### src/rtl/ifu_pkg.sv
// Shared IFU definitions: widths, reset PC default and FSM state encoding.
package ifu_pkg;

    localparam int          XLEN_DEF     = 64;
    localparam int          INSTR_WIDTH  = 32;
    localparam logic [63:0] RESET_PC_DEF = 64'h0000_0000_8000_0000;

    typedef enum logic [0:0] {
        ST_RUN  = 1'b0,
        ST_HALT = 1'b1
    } ifu_state_e;

endpackage

### src/rtl/ifu_fifo.sv
// Two-entry instruction FIFO holding fetched word, its PC and access-fault flag.
// A flush empties it in one cycle and takes priority over read and write.
module ifu_fifo
    import ifu_pkg::*;
#(
    parameter int XLEN = XLEN_DEF
) (
    input  logic                   clk_i,
    input  logic                   rst_i,
    input  logic                   flush_i,
    input  logic                   wr_en_i,
    input  logic [INSTR_WIDTH-1:0] wr_data_i,
    input  logic [XLEN-1:0]        wr_pc_i,
    input  logic                   wr_err_i,
    input  logic                   rd_en_i,
    output logic [INSTR_WIDTH-1:0] rd_data_o,
    output logic [XLEN-1:0]        rd_pc_o,
    output logic                   rd_err_o,
    output logic                   empty_o,
    output logic [1:0]             count_o
);

    logic [INSTR_WIDTH-1:0] data_q [0:1];
    logic [INSTR_WIDTH-1:0] data_d [0:1];
    logic [XLEN-1:0]        pc_q   [0:1];
    logic [XLEN-1:0]        pc_d   [0:1];
    logic [1:0]             err_q;
    logic [1:0]             err_d;
    logic                   wr_ptr_q, wr_ptr_d;
    logic                   rd_ptr_q, rd_ptr_d;
    logic [1:0]             cnt_q, cnt_d;

    // Next-state for storage, pointers and occupancy.
    always_comb begin
        data_d   = data_q;
        pc_d     = pc_q;
        err_d    = err_q;
        wr_ptr_d = wr_ptr_q;
        rd_ptr_d = rd_ptr_q;
        cnt_d    = cnt_q;
        if (flush_i) begin
            wr_ptr_d = 1'b0;
            rd_ptr_d = 1'b0;
            cnt_d    = 2'd0;
        end else begin
            if (wr_en_i) begin
                data_d[wr_ptr_q] = wr_data_i;
                pc_d[wr_ptr_q]   = wr_pc_i;
                err_d[wr_ptr_q]  = wr_err_i;
                wr_ptr_d         = ~wr_ptr_q;
            end else begin
                wr_ptr_d = wr_ptr_q;
            end
            if (rd_en_i) begin
                rd_ptr_d = ~rd_ptr_q;
            end else begin
                rd_ptr_d = rd_ptr_q;
            end
            cnt_d = cnt_q + {1'b0, wr_en_i} - {1'b0, rd_en_i};
        end
    end

    // State registers with synchronous reset.
    always_ff @(posedge clk_i) begin
        if (rst_i) begin
            data_q[0] <= {INSTR_WIDTH{1'b0}};
            data_q[1] <= {INSTR_WIDTH{1'b0}};
            pc_q[0]   <= {XLEN{1'b0}};
            pc_q[1]   <= {XLEN{1'b0}};
            err_q     <= 2'b00;
            wr_ptr_q  <= 1'b0;
            rd_ptr_q  <= 1'b0;
            cnt_q     <= 2'd0;
        end else begin
            data_q   <= data_d;
            pc_q     <= pc_d;
            err_q    <= err_d;
            wr_ptr_q <= wr_ptr_d;
            rd_ptr_q <= rd_ptr_d;
            cnt_q    <= cnt_d;
        end
    end

    assign rd_data_o = data_q[rd_ptr_q];
    assign rd_pc_o   = pc_q[rd_ptr_q];
    assign rd_err_o  = err_q[rd_ptr_q];
    assign empty_o   = (cnt_q == 2'd0);
    assign count_o   = cnt_q;

endmodule

### src/rtl/ifu.sv
// Instruction fetch unit: issues sequential fetches, buffers up to two
// responses, delivers them to decode and handles redirects and faults.
// Optional feature macro: IFU_MISALIGN_CHK_EN (misaligned redirect check,
// adds the ifu_misalign_o port).
module ifu
    import ifu_pkg::*;
#(
    parameter int              XLEN     = XLEN_DEF,
    parameter logic [XLEN-1:0] RESET_PC = RESET_PC_DEF[XLEN-1:0]
) (
    input  logic                   clk_i,
    input  logic                   rst_i,
    output logic                   ifu_req_valid_o,
    input  logic                   ifu_req_ready_i,
    output logic [XLEN-1:0]        ifu_req_addr_o,
    input  logic                   ifu_rsp_valid_i,
    input  logic [INSTR_WIDTH-1:0] ifu_rsp_data_i,
    input  logic                   ifu_rsp_err_i,
    input  logic                   redirect_i,
    input  logic [XLEN-1:0]        redirect_pc_i,
    output logic                   ifu_instr_valid_o,
    input  logic                   ifu_instr_ready_i,
    output logic [INSTR_WIDTH-1:0] ifu_instr_o,
    output logic [XLEN-1:0]        ifu_pc_o,
    output logic                   ifu_fault_o
`ifdef IFU_MISALIGN_CHK_EN
    ,
    output logic                   ifu_misalign_o
`endif
);

    ifu_state_e       state_q, state_d;
    logic [XLEN-1:0]  fpc_q, fpc_d;     // next fetch address
    logic [XLEN-1:0]  dpc_q, dpc_d;     // PC of the entry at the delivery head
    logic [1:0]       out_q, out_d;     // requests accepted, response pending
    logic [1:0]       disc_q, disc_d;   // pending responses that are stale
    logic             mis_q, mis_d;     // misaligned-target pseudo entry

    logic                   req_fire_s, rsp_cnt_s, deq_s, fault_deq_s;
    logic                   fifo_wr_s, fifo_rd_s, fifo_flush_s;
    logic [INSTR_WIDTH-1:0] fifo_data_s;
    logic [XLEN-1:0]        fifo_pc_s, tgt_s;
    logic                   fifo_err_s, fifo_empty_s, mis_tgt_s;
    logic [1:0]             fifo_cnt_s;

    ifu_fifo #(.XLEN(XLEN)) u_fifo (
        .clk_i     (clk_i),
        .rst_i     (rst_i),
        .flush_i   (fifo_flush_s),
        .wr_en_i   (fifo_wr_s),
        .wr_data_i (ifu_rsp_data_i),
        .wr_pc_i   (dpc_q + {{(XLEN-4){1'b0}}, fifo_cnt_s, 2'b00}),
        .wr_err_i  (ifu_rsp_err_i),
        .rd_en_i   (fifo_rd_s),
        .rd_data_o (fifo_data_s),
        .rd_pc_o   (fifo_pc_s),
        .rd_err_o  (fifo_err_s),
        .empty_o   (fifo_empty_s),
        .count_o   (fifo_cnt_s)
    );

    // Redirect target; misaligned targets are either flagged or rounded down.
    always_comb begin
`ifdef IFU_MISALIGN_CHK_EN
        tgt_s     = redirect_pc_i;
        mis_tgt_s = (redirect_pc_i[1:0] != 2'b00);
`else
        tgt_s     = {redirect_pc_i[XLEN-1:2], 2'b00};
        mis_tgt_s = 1'b0;
`endif
    end

    // Handshakes; request gating uses only registered occupancy.
    always_comb begin
        ifu_req_valid_o   = (state_q == ST_RUN) && !redirect_i && !rst_i &&
                            (({1'b0, out_q} + {1'b0, fifo_cnt_s}) < 3'd2);
        ifu_req_addr_o    = fpc_q;
        req_fire_s        = ifu_req_valid_o && ifu_req_ready_i;
        // A response with nothing outstanding belongs to a pre-reset request.
        rsp_cnt_s         = ifu_rsp_valid_i && (out_q != 2'd0);
        ifu_instr_valid_o = mis_q || !fifo_empty_s;
        deq_s             = ifu_instr_valid_o && ifu_instr_ready_i;
        fifo_rd_s         = deq_s && !mis_q;
        fault_deq_s       = fifo_rd_s && fifo_err_s;
        ifu_instr_o       = mis_q ? {INSTR_WIDTH{1'b0}} : fifo_data_s;
        ifu_pc_o          = mis_q ? dpc_q : fifo_pc_s;
        ifu_fault_o       = !mis_q && !fifo_empty_s && fifo_err_s;
    end

`ifdef IFU_MISALIGN_CHK_EN
    assign ifu_misalign_o = mis_q;
`endif

    // Next-state: PCs, counters, FSM and FIFO write/flush control.
    always_comb begin
        state_d      = state_q;
        fpc_d        = fpc_q;
        dpc_d        = dpc_q;
        mis_d        = mis_q;
        disc_d       = disc_q;
        fifo_wr_s    = 1'b0;
        fifo_flush_s = 1'b0;
        out_d        = out_q + {1'b0, req_fire_s} - {1'b0, rsp_cnt_s};
        if (redirect_i) begin
            // Everything still in flight after this edge is wrong-path.
            fpc_d        = tgt_s;
            dpc_d        = tgt_s;
            fifo_flush_s = 1'b1;
            disc_d       = out_d;
            if (mis_tgt_s) begin
                state_d = ST_HALT;
                mis_d   = 1'b1;
            end else begin
                state_d = ST_RUN;
                mis_d   = 1'b0;
            end
        end else begin
            if (req_fire_s) begin
                fpc_d = fpc_q + {{(XLEN-3){1'b0}}, 3'd4};
            end else begin
                fpc_d = fpc_q;
            end
            if (rsp_cnt_s && (disc_q != 2'd0)) begin
                disc_d = disc_q - 2'd1;
            end else begin
                disc_d = disc_q;
            end
            fifo_wr_s = rsp_cnt_s && (disc_q == 2'd0) && (state_q == ST_RUN) && !fault_deq_s;
            if (deq_s) begin
                dpc_d = dpc_q + {{(XLEN-3){1'b0}}, 3'd4};
                mis_d = 1'b0;
            end else begin
                dpc_d = dpc_q;
                mis_d = mis_q;
            end
            // Entries behind a faulting one are never delivered.
            if (fault_deq_s) begin
                state_d      = ST_HALT;
                fifo_flush_s = 1'b1;
            end else begin
                state_d = state_q;
            end
        end
    end

    // State registers with synchronous reset.
    always_ff @(posedge clk_i) begin
        if (rst_i) begin
            state_q <= ST_RUN;
            fpc_q   <= RESET_PC;
            dpc_q   <= RESET_PC;
            out_q   <= 2'd0;
            disc_q  <= 2'd0;
            mis_q   <= 1'b0;
        end else begin
            state_q <= state_d;
            fpc_q   <= fpc_d;
            dpc_q   <= dpc_d;
            out_q   <= out_d;
            disc_q  <= disc_d;
            mis_q   <= mis_d;
        end
    end

endmodule

### config.mk
export PLATFORM = sky130hd
export DESIGN_NAME = ifu
export DESIGN_NICKNAME = d
export VERILOG_FILES = /design/src/rtl/ifu_pkg.sv /design/src/rtl/ifu_fifo.sv /design/src/rtl/ifu.sv
export SDC_FILE = /design/constraint.sdc
export NUM_CORES = 1
export LEC_CHECK = 0
export ABC_CLOCK_PERIOD_IN_PS = 9200
export BUFFER_PORTS_ARGS = -buffer_cell sky130_fd_sc_hd__buf_2
export CAP_MARGIN = 20
export CORE_UTILIZATION = 50
export DETAILED_ROUTE_END_ITERATION = 7
export GPL_TIMING_DRIVEN = 0
export MAX_ROUTING_LAYER = met4
export PLACE_DENSITY = 0.72
export REMOVE_ABC_BUFFERS = 1
export SETUP_SLACK_MARGIN = 0.3
export SYNTH_ARGS = -nofsm -noshare
export SYNTH_HDL_FRONTEND = slang
export SYNTH_SLANG_ARGS = --single-unit
### constraint.sdc
create_clock -name clk_i -period 9.2 [get_ports clk_i]
set_input_delay 0.46 -clock clk_i [delete_from_list [all_inputs] [get_ports clk_i]]
set_output_delay 0.46 -clock clk_i [all_outputs]
set_load 0.01 [all_outputs]
==> results of run 1 <==
routing by layer:
layer  up-vias  GRT usage, %  share of wire (%)
li1       7749             -                  -
met1      7770         42.84                 46
met2       668         44.97                 44
met3       111         4.167                7.1
met4         0         8.951                2.7
met5         -             -                  0
Yosys cell counts, drive strengths merged (20+ instances only):
library cell  number  area (µm²)
buf               79       446.7
o211ai            20       150.1
a21boi            30       225.2
inv               38       142.6
clkbuf            93       352.8
dfxtp            323        6466
nor2             216       818.3
a211oi           100       750.7
xor2              50       437.9
nor4              39       322.8
xnor2             50       437.9
nand3             79       400.4
nand2            230       865.8
and3              28       175.2
nand4             94       636.9
or3               29       186.4
nor3              41       215.2
a311oi            52       455.4
mux2             102        1149
a21oi            125       625.6
o21ai             37       185.2
or4               29       221.5
cell usage in the layout, fill, tap and decap left out, drive strengths merged, types with 37 or more instances in the layout:
master,n
a211oi,100
clkbuf,47
nand4,94
buf,270
xnor2,50
mux2,102
a311oi,52
nor2,216
nor3,41
dfxtp,323
o21ai,37
inv,40
a21oi,125
nand3,79
xor2,50
nand2,230
nor4,39
tightest hold or removal path, delay by kind of cell:
kind                   cells  cell delay, ps
and+or+nand+nor            1              50
AOI/OAI and AO/OA          1              50
buffers and inverters      1             110
report_power, final:
| group | internal (mW) | switching, mW |
|---|---|---|
| Clock | 0.989 | 0.610 |
| Sequential | 1.50 | 0.107 |
| Combinational | 0.251 | 0.352 |
| Total | 2.74 | 1.07 |
per-stage QoR:
stage,std cells,utilization (%),TNS (ps),power (mW)
5_1_grt,2656,58.69,0,3.974
6_report,2656,58.69,0,3.814
2_1_floorplan,1872,-,0,1.988
4_1_cts,2655,58.67,0,3.831
3_5_place_dp,2589,54.69,0,2.233
3_3_place_gp,2579,53.96,-385560,2.237
worst paths after layout:
path / to / slack (ps) / depth (start not counted)
max reg2reg: disc_q[1] / 4530 / 13
max: disc_q[1] / 4530 / 13
min: u_fifo.data_q[2] / 170 / 3
min reg2reg: u_fifo.data_q[37] / 460 / 2
registers in the layout (all words and copies together), names as in the netlist, 2 cells and up:
| name | flops |
|---|---|
| u_fifo.count_o | 2 |
| ifu_req_addr_o | 62 |
| dpc_q | 62 |
| u_fifo.err_q | 2 |
| u_fifo.pc_q | 124 |
| out_q | 2 |
| u_fifo.data_q | 64 |
| disc_q | 2 |
final cells by class:
cell class	instances	area (µm²)	area share [%]
Tap cell	448	560.5	2.855
Inverter	39	151.4	0.7712
Multi-Input combinational cell	1510	9597	48.88
Timing Repair Buffer	270	1521	7.750
Clock buffer	47	1022	5.207
Clock inverter	19	309.0	1.574
Sequential cell	323	6470	32.96
kinds of logic (layout without fill, tap and decap cells):
family	count (synthesis)	in the layout	synth area share, %
DFF	323	323	38.08
adders and majority gates	11	11	0.8991
other	1	4	0.02209
and+or+nand+nor	849	849	25.59
buffers and inverters	211	375	5.571
muxes	104	104	6.883
AOI/OAI and AO/OA	442	442	17.80
xor gates and xnor gates	100	100	5.158
==> results.txt, run 1 <==
The cell type group with the largest total delay on the critical path was simple AND/OR/NAND/NOR gates. The core region is 0.03345 mm². TritonCTS built the clock tree. The flip-flop and latch count after synthesis was 323. At the worst endpoint, the required time is 9590 ps. In this run the cell area of the synthesized design comes to 0.01698 mm². After legalization and detailed placement, the total HPWL measured 37000 µm. In this run the cell area measured after placement is 0.01829 mm². Fraction of synthesis flops using an asynchronous set or reset pin: 0%.

Most frequently used flop master after synthesis: sky130_fd_sc_hd__dfxtp_1. During I/O placement, the number of pins put on the boundary was 266. For this design the static power due to leakage is 7.084 nW. The remaining antenna violation count after routing was 0; the via count of the first global-routing pass was 14770.

The number of synthesized flops with an enable pin is 0. In this run, CTS created clock tree buffers numbering 36. The type of the most critical hold path is input pin to register. For the final RePlAce weighted congestion, the log shows 0.9909. The final worst-path cycle share was 50.79%; the count of endpoints failing setup in the final report was 0. The worst-path cell with the longest stage delay was sky130_fd_sc_hd__or4b_1.

The tools report the source of the critical timing path as u_fifo.count_o[0]. The tools report the global-route usage over all layers as 30.40%. Along the worst path, the maximum fanout reaches 29. For this configuration, the core starts out at a cell density of 50.76%. Count of unique library cells instantiated by Yosys: 76. The post-synthesis to final-layout area growth came out at 15.62%.

Dividing the detail-routed wire length by the instance count gives 19.99 µm. Walking the worst path, the cells encountered are and2_1 > fa_1 > or4b_1 > nor2_4 > inv_2 > ha_1 > inv_1 > ha_1 > xor2_1 > xnor2_1 > nor2_1 > a21oi_1 > nor2_1. The final clock skew was 20.35 ps; the die boundary width was 186.3 µm.

The count of input and output buffers is 259, and the number of antenna violations at the first check in global routing is 0. The kind of start point of the critical path was a register. The flow ran to the end, and the final reports show no timing, DRC or antenna violations. The logs give 0.0001166 V for the peak supply drop and 0 for the post-CTS resize count. Total global routing overflow: 0. The tools report the root buffer selected by CTS as sky130_fd_sc_hd__clkbuf_16. Together, buffers and inverters on the worst path number 2. Timing analysis after detailed placement gives a worst setup slack of 4605 ps. After technology mapping, the gate count stands at 2041. Counting along the longest clock path gives a buffer depth of 3. The total wire length after detailed routing is 53090 µm. Largest stage delay on the critical path: 1010 ps. The per-instance average area after synthesis works out to 8.319 µm². After floorplanning, the core was divided into 67 placement rows. The wire length of the first global-routing pass was 81070 µm; the worst max-slew margin expressed relative to the limit was 27.97%. The via count normalized by instance count was 6.136. The hold buffer count at CTS came out at 0. The tools report the critical path data arrival time as 5060 ps. After detailed routing, the number of remaining DRC violations is 0. The DRC marker count from the first detailed-route iteration was 1298. The number of max-slew violations in the final report is 0, and the number of max-capacitance violations reported is 0. After routing the design area is 0.01963 mm².

For the post-CTS setup-driven buffer insertion count, the log shows 0. The clock period could shrink to 4673 ps. The final layout contains 2294 nets.

The logs give 214.0 MHz for the upper clock frequency limit and 173.2 ps for the worst hold-check slack. The startpoint identified for the worst hold timing path is ifu_rsp_data_i[2]. Setup repair after global routing left no endpoint under its margin. The clock input transition at the sequential cells of the worst setup and hold paths is 60 ps.

The run gives 0 as the number of diodes. The startpoint-to-endpoint class of the critical path is register to register. The insertion delay to the later sink of the worst-skew pair is 530 ps.

The count of yosys warnings during synthesis was 0. The share of cells above drive strength 1 is 21.24%. The run gives 16300 as the routed via count. Capturing element type of the critical path: a register. The logs give 3068 for the number of fill cells in the layout and 323 for the clock sink total. The part of the Yosys area used for sequential elements is 38.08%, and the setup slack of the critical path after layout is 4527 ps. The clock tree synthesis step divided the H-tree into 2 levels.

The floorplan step defined a die boundary enclosing 0.03470 mm². The die is 186.3 µm tall. The first TritonRoute pass finished after 7 iterations.

Entering global routing, the biggest net connects 159 pins. The worst register-to-register path begins at u_fifo.count_o[0]. The number of hold violations in the final report was 0; the areal power density over the cells was 194.3 mW/mm². For the pin with the worst max-slew slack, the measured transition is 1081 ps.
Note: power is estimated with default switching activity, not from simulation.
==> run 2, diff against run 1 <==
--- a/config.mk
+++ b/config.mk
@@ -5,7 +5,7 @@
 export SDC_FILE = /design/constraint.sdc
 export NUM_CORES = 1
 export LEC_CHECK = 0
-export ABC_CLOCK_PERIOD_IN_PS = 9200
+export ABC_CLOCK_PERIOD_IN_PS = 4420
 export BUFFER_PORTS_ARGS = -buffer_cell sky130_fd_sc_hd__buf_2
 export CAP_MARGIN = 20
 export CORE_UTILIZATION = 50
==> constraint.sdc (replaced) <==
create_clock -name clk_i -period 4.42 [get_ports clk_i]
set_input_delay 0.221 -clock clk_i [delete_from_list [all_inputs] [get_ports clk_i]]
set_output_delay 0.221 -clock clk_i [all_outputs]
set_load 0.01 [all_outputs]
==> results.txt, run 2 (synthesized netlist as in run 1, its figures left out) <==
The type of the most critical hold path is input pin to register. The run finished with clean final reports. Total global routing overflow: 0. STA classifies the critical path endpoint as a register. After floorplanning, the core was divided into 67 placement rows. The clock sink total is 323, and the combinational cell fraction of total power is 16.2%. The die boundary width is 186.3 µm.

In this run, the number of DRC markers left after iteration 0 of detailed routing was 1291. Dividing the detail-routed wire length by the instance count gives 19.93 µm. The number of diodes is 0. The wire-length estimate of the detail-placed layout is 37000 µm. After detailed routing, the number of remaining DRC violations is 0. The number of max-slew violations in the final report came out at 0. The startpoint-to-endpoint class of the critical path was register to register. The library cell used most frequently in the layout, excluding fill and tap cells, is sky130_fd_sc_hd__dfxtp_1. The number of antenna violations at the first check in global routing came out at 0.

The largest registers in the layout are u_fifo.pc_q: 124 flops, u_fifo.data_q: 64 flops. Share of cells above drive strength 1: 20.91%. The areal power density over the cells came out at 397.0 mW/mm². In this run switching power makes up 28.11% of total power.

The count of TritonRoute iterations in the first routing pass was 5; the leakage component of the power was 7.287 nW. In the finished design, the share of the clock period the worst path needs comes to 87.08%. Entering global routing, the biggest net connects 159 pins.

The total area inside the core boundary comes to 0.03345 mm². The die covers 0.03470 mm². The routed via count came out at 16520.

Part of the power in the clock network: 41.8%. The internal portion of the total power is 5.742 mW. Leaving out fill and tap cells, the most frequent cells in the layout are sky130_fd_sc_hd__dfxtp_1 (322), sky130_fd_sc_hd__buf_2 (257), sky130_fd_sc_hd__nand2_1 (229), sky130_fd_sc_hd__nor2_1 (215), sky130_fd_sc_hd__a21oi_1 (125). The maximum clock path buffer count was 3.

Across every metal layer, demand over resource in global routing totals 30.89%. Data on the critical path is required at its endpoint by 4810 ps. STA classifies the critical path startpoint as a register. Counting the buffers created by CTS gives 36. In this run the count of I/O pins placed on the die edge is 266. Sequential cells burn 42.0% of the power.

For this block, the routed nets add up to 53900 µm of wire. Setup violations remaining at the end of the flow were counted as 0. The run gives 11.08 ps as the worst hold-check slack. Setup slack on the worst reg-to-reg path comes out at 570 ps. The final clock skew came out at 21.02 ps.

Of all nets on the critical path, the largest fanout is 29. CTS built an H-tree with a depth of 2. In this run the tool buffered the top-level ports with 259 buffer cells. The minimum period implied by the final worst setup slack is 3849 ps, and the remaining antenna violation count after routing is 0. The run gives 0 as the number of max-capacitance violations reported. The tools report the net count of the finished layout as 2343. The tools report the root buffer selected by CTS as sky130_fd_sc_hd__clkbuf_16. TritonCTS built the clock tree. The logs give 2.245 mW for the switching power total and 4240 ps for the critical path data arrival time.

For the pin with the worst max-slew slack, the measured transition is 1066 ps. The first global-routing pass estimated 82340 µm of wire. Flip-flop count of the largest register after layout: 124. The post-synthesis to final-layout area growth works out to 18.47%.

The register with the most flip-flops is u_fifo.pc_q. Across the VDD grid, the largest voltage drop is 0.0002444 V. Routability-driven placement finished with a final weighted congestion of 0.9909. For this run, the share of the core covered by cells in the final layout is 60.14%. Setup repair after global routing left no endpoint under its margin.

Via count of the first global-routing pass: 15050. The run gives 259.8 MHz as the upper clock frequency limit. Die height: 186.3 µm. The tools report the number of hold violations in the final report as 0. Clock-pin slew was measured on the worst setup and hold paths at 60 ps. At the later pin of the worst-skew pair, clock insertion delay measures 540 ps. Dividing the detail-routed via count by the number of cells gives 6.108. For this configuration, the core starts out at a cell density of 50.76%.

Headroom to the max-slew limit came out at 28.92%.
-- run 2: path summary, 6_finish.rpt --
kind,from,end,cells past startpoint
worst max register to register,u_fifo.count_o[0],disc_q[1],13
worst max-delay path,u_fifo.count_o[0],disc_q[1],13
worst min-delay path,redirect_pc_i[7],ifu_req_addr_o[7],3
worst min register to register,u_fifo.data_q[22],u_fifo.data_q[22],2
-- run 2: timing repair --
item,4_1_cts,5_1_grt
gates resized for setup,1,0
endpoints found under the hold margin,85,0
hold buffers,47,0
setup buffers,1,0
endpoints found under the setup margin,5,0
-- run 2: critical path, cell delays in order, from the launching register on --
cell,delay (ps)
sky130_fd_sc_hd__dfxtp_1,390
sky130_fd_sc_hd__and2_1,160
sky130_fd_sc_hd__fa_1,460
sky130_fd_sc_hd__or4b_2,1010
sky130_fd_sc_hd__nor2_4,230
sky130_fd_sc_hd__inv_2,240
sky130_fd_sc_hd__ha_1,370
sky130_fd_sc_hd__inv_1,40
sky130_fd_sc_hd__ha_1,180
sky130_fd_sc_hd__xor2_1,150
sky130_fd_sc_hd__xnor2_1,200
sky130_fd_sc_hd__nor2_1,60
sky130_fd_sc_hd__a21oi_1,160
sky130_fd_sc_hd__nor2_1,50
-- run 2: metal layers --
metal,vias up,share of wire [%],wire [µm],global-route usage (%)
met3,109,7.6,4073,4.089
met5,-,0,0,-
met2,711,44,23590,45.91
met4,0,2.7,1473,9.213
li1,7850,-,-,-
met1,7851,46,24770,43.41
-- run 2: metrics by stage --
step	total power [mW]	setup TNS (ps)	cells	area (µm²)	worst slack (ps)
3_3_place_gp	4.655	-1522650	2579	18050	-8947
4_1_cts	8.010	0	2704	20110	583.6
2_1_floorplan	4.138	-617720	1872	16190	-4620
6_report	7.986	0	2705	20120	571.1
3_5_place_dp	4.648	-175.3	2589	18290	-175.3
5_1_grt	8.315	0	2705	20120	355.7
-- run 2: final cells by class --
cell class / instances / area, µm²
Clock buffer: 47 / 1022
Clock inverter: 19 / 309.0
Fill cell: 2994 / 13330
Inverter: 39 / 151.4
Multi-Input combinational cell: 1511 / 9603
Sequential cell: 323 / 6470
Tap cell: 448 / 560.5
Timing Repair Buffer: 318 / 1999
-- run 2: power by group through the flow --
stage	registers, mW	logic [mW]	clock network, mW
6_report	3.35	1.30	3.34
5_1_grt	3.38	1.42	3.51
4_1_cts	3.34	1.29	3.38
3_5_place_dp	3.41	1.24	0
3_3_place_gp	3.40	1.25	0
2_1_floorplan	3.37	0.771	0
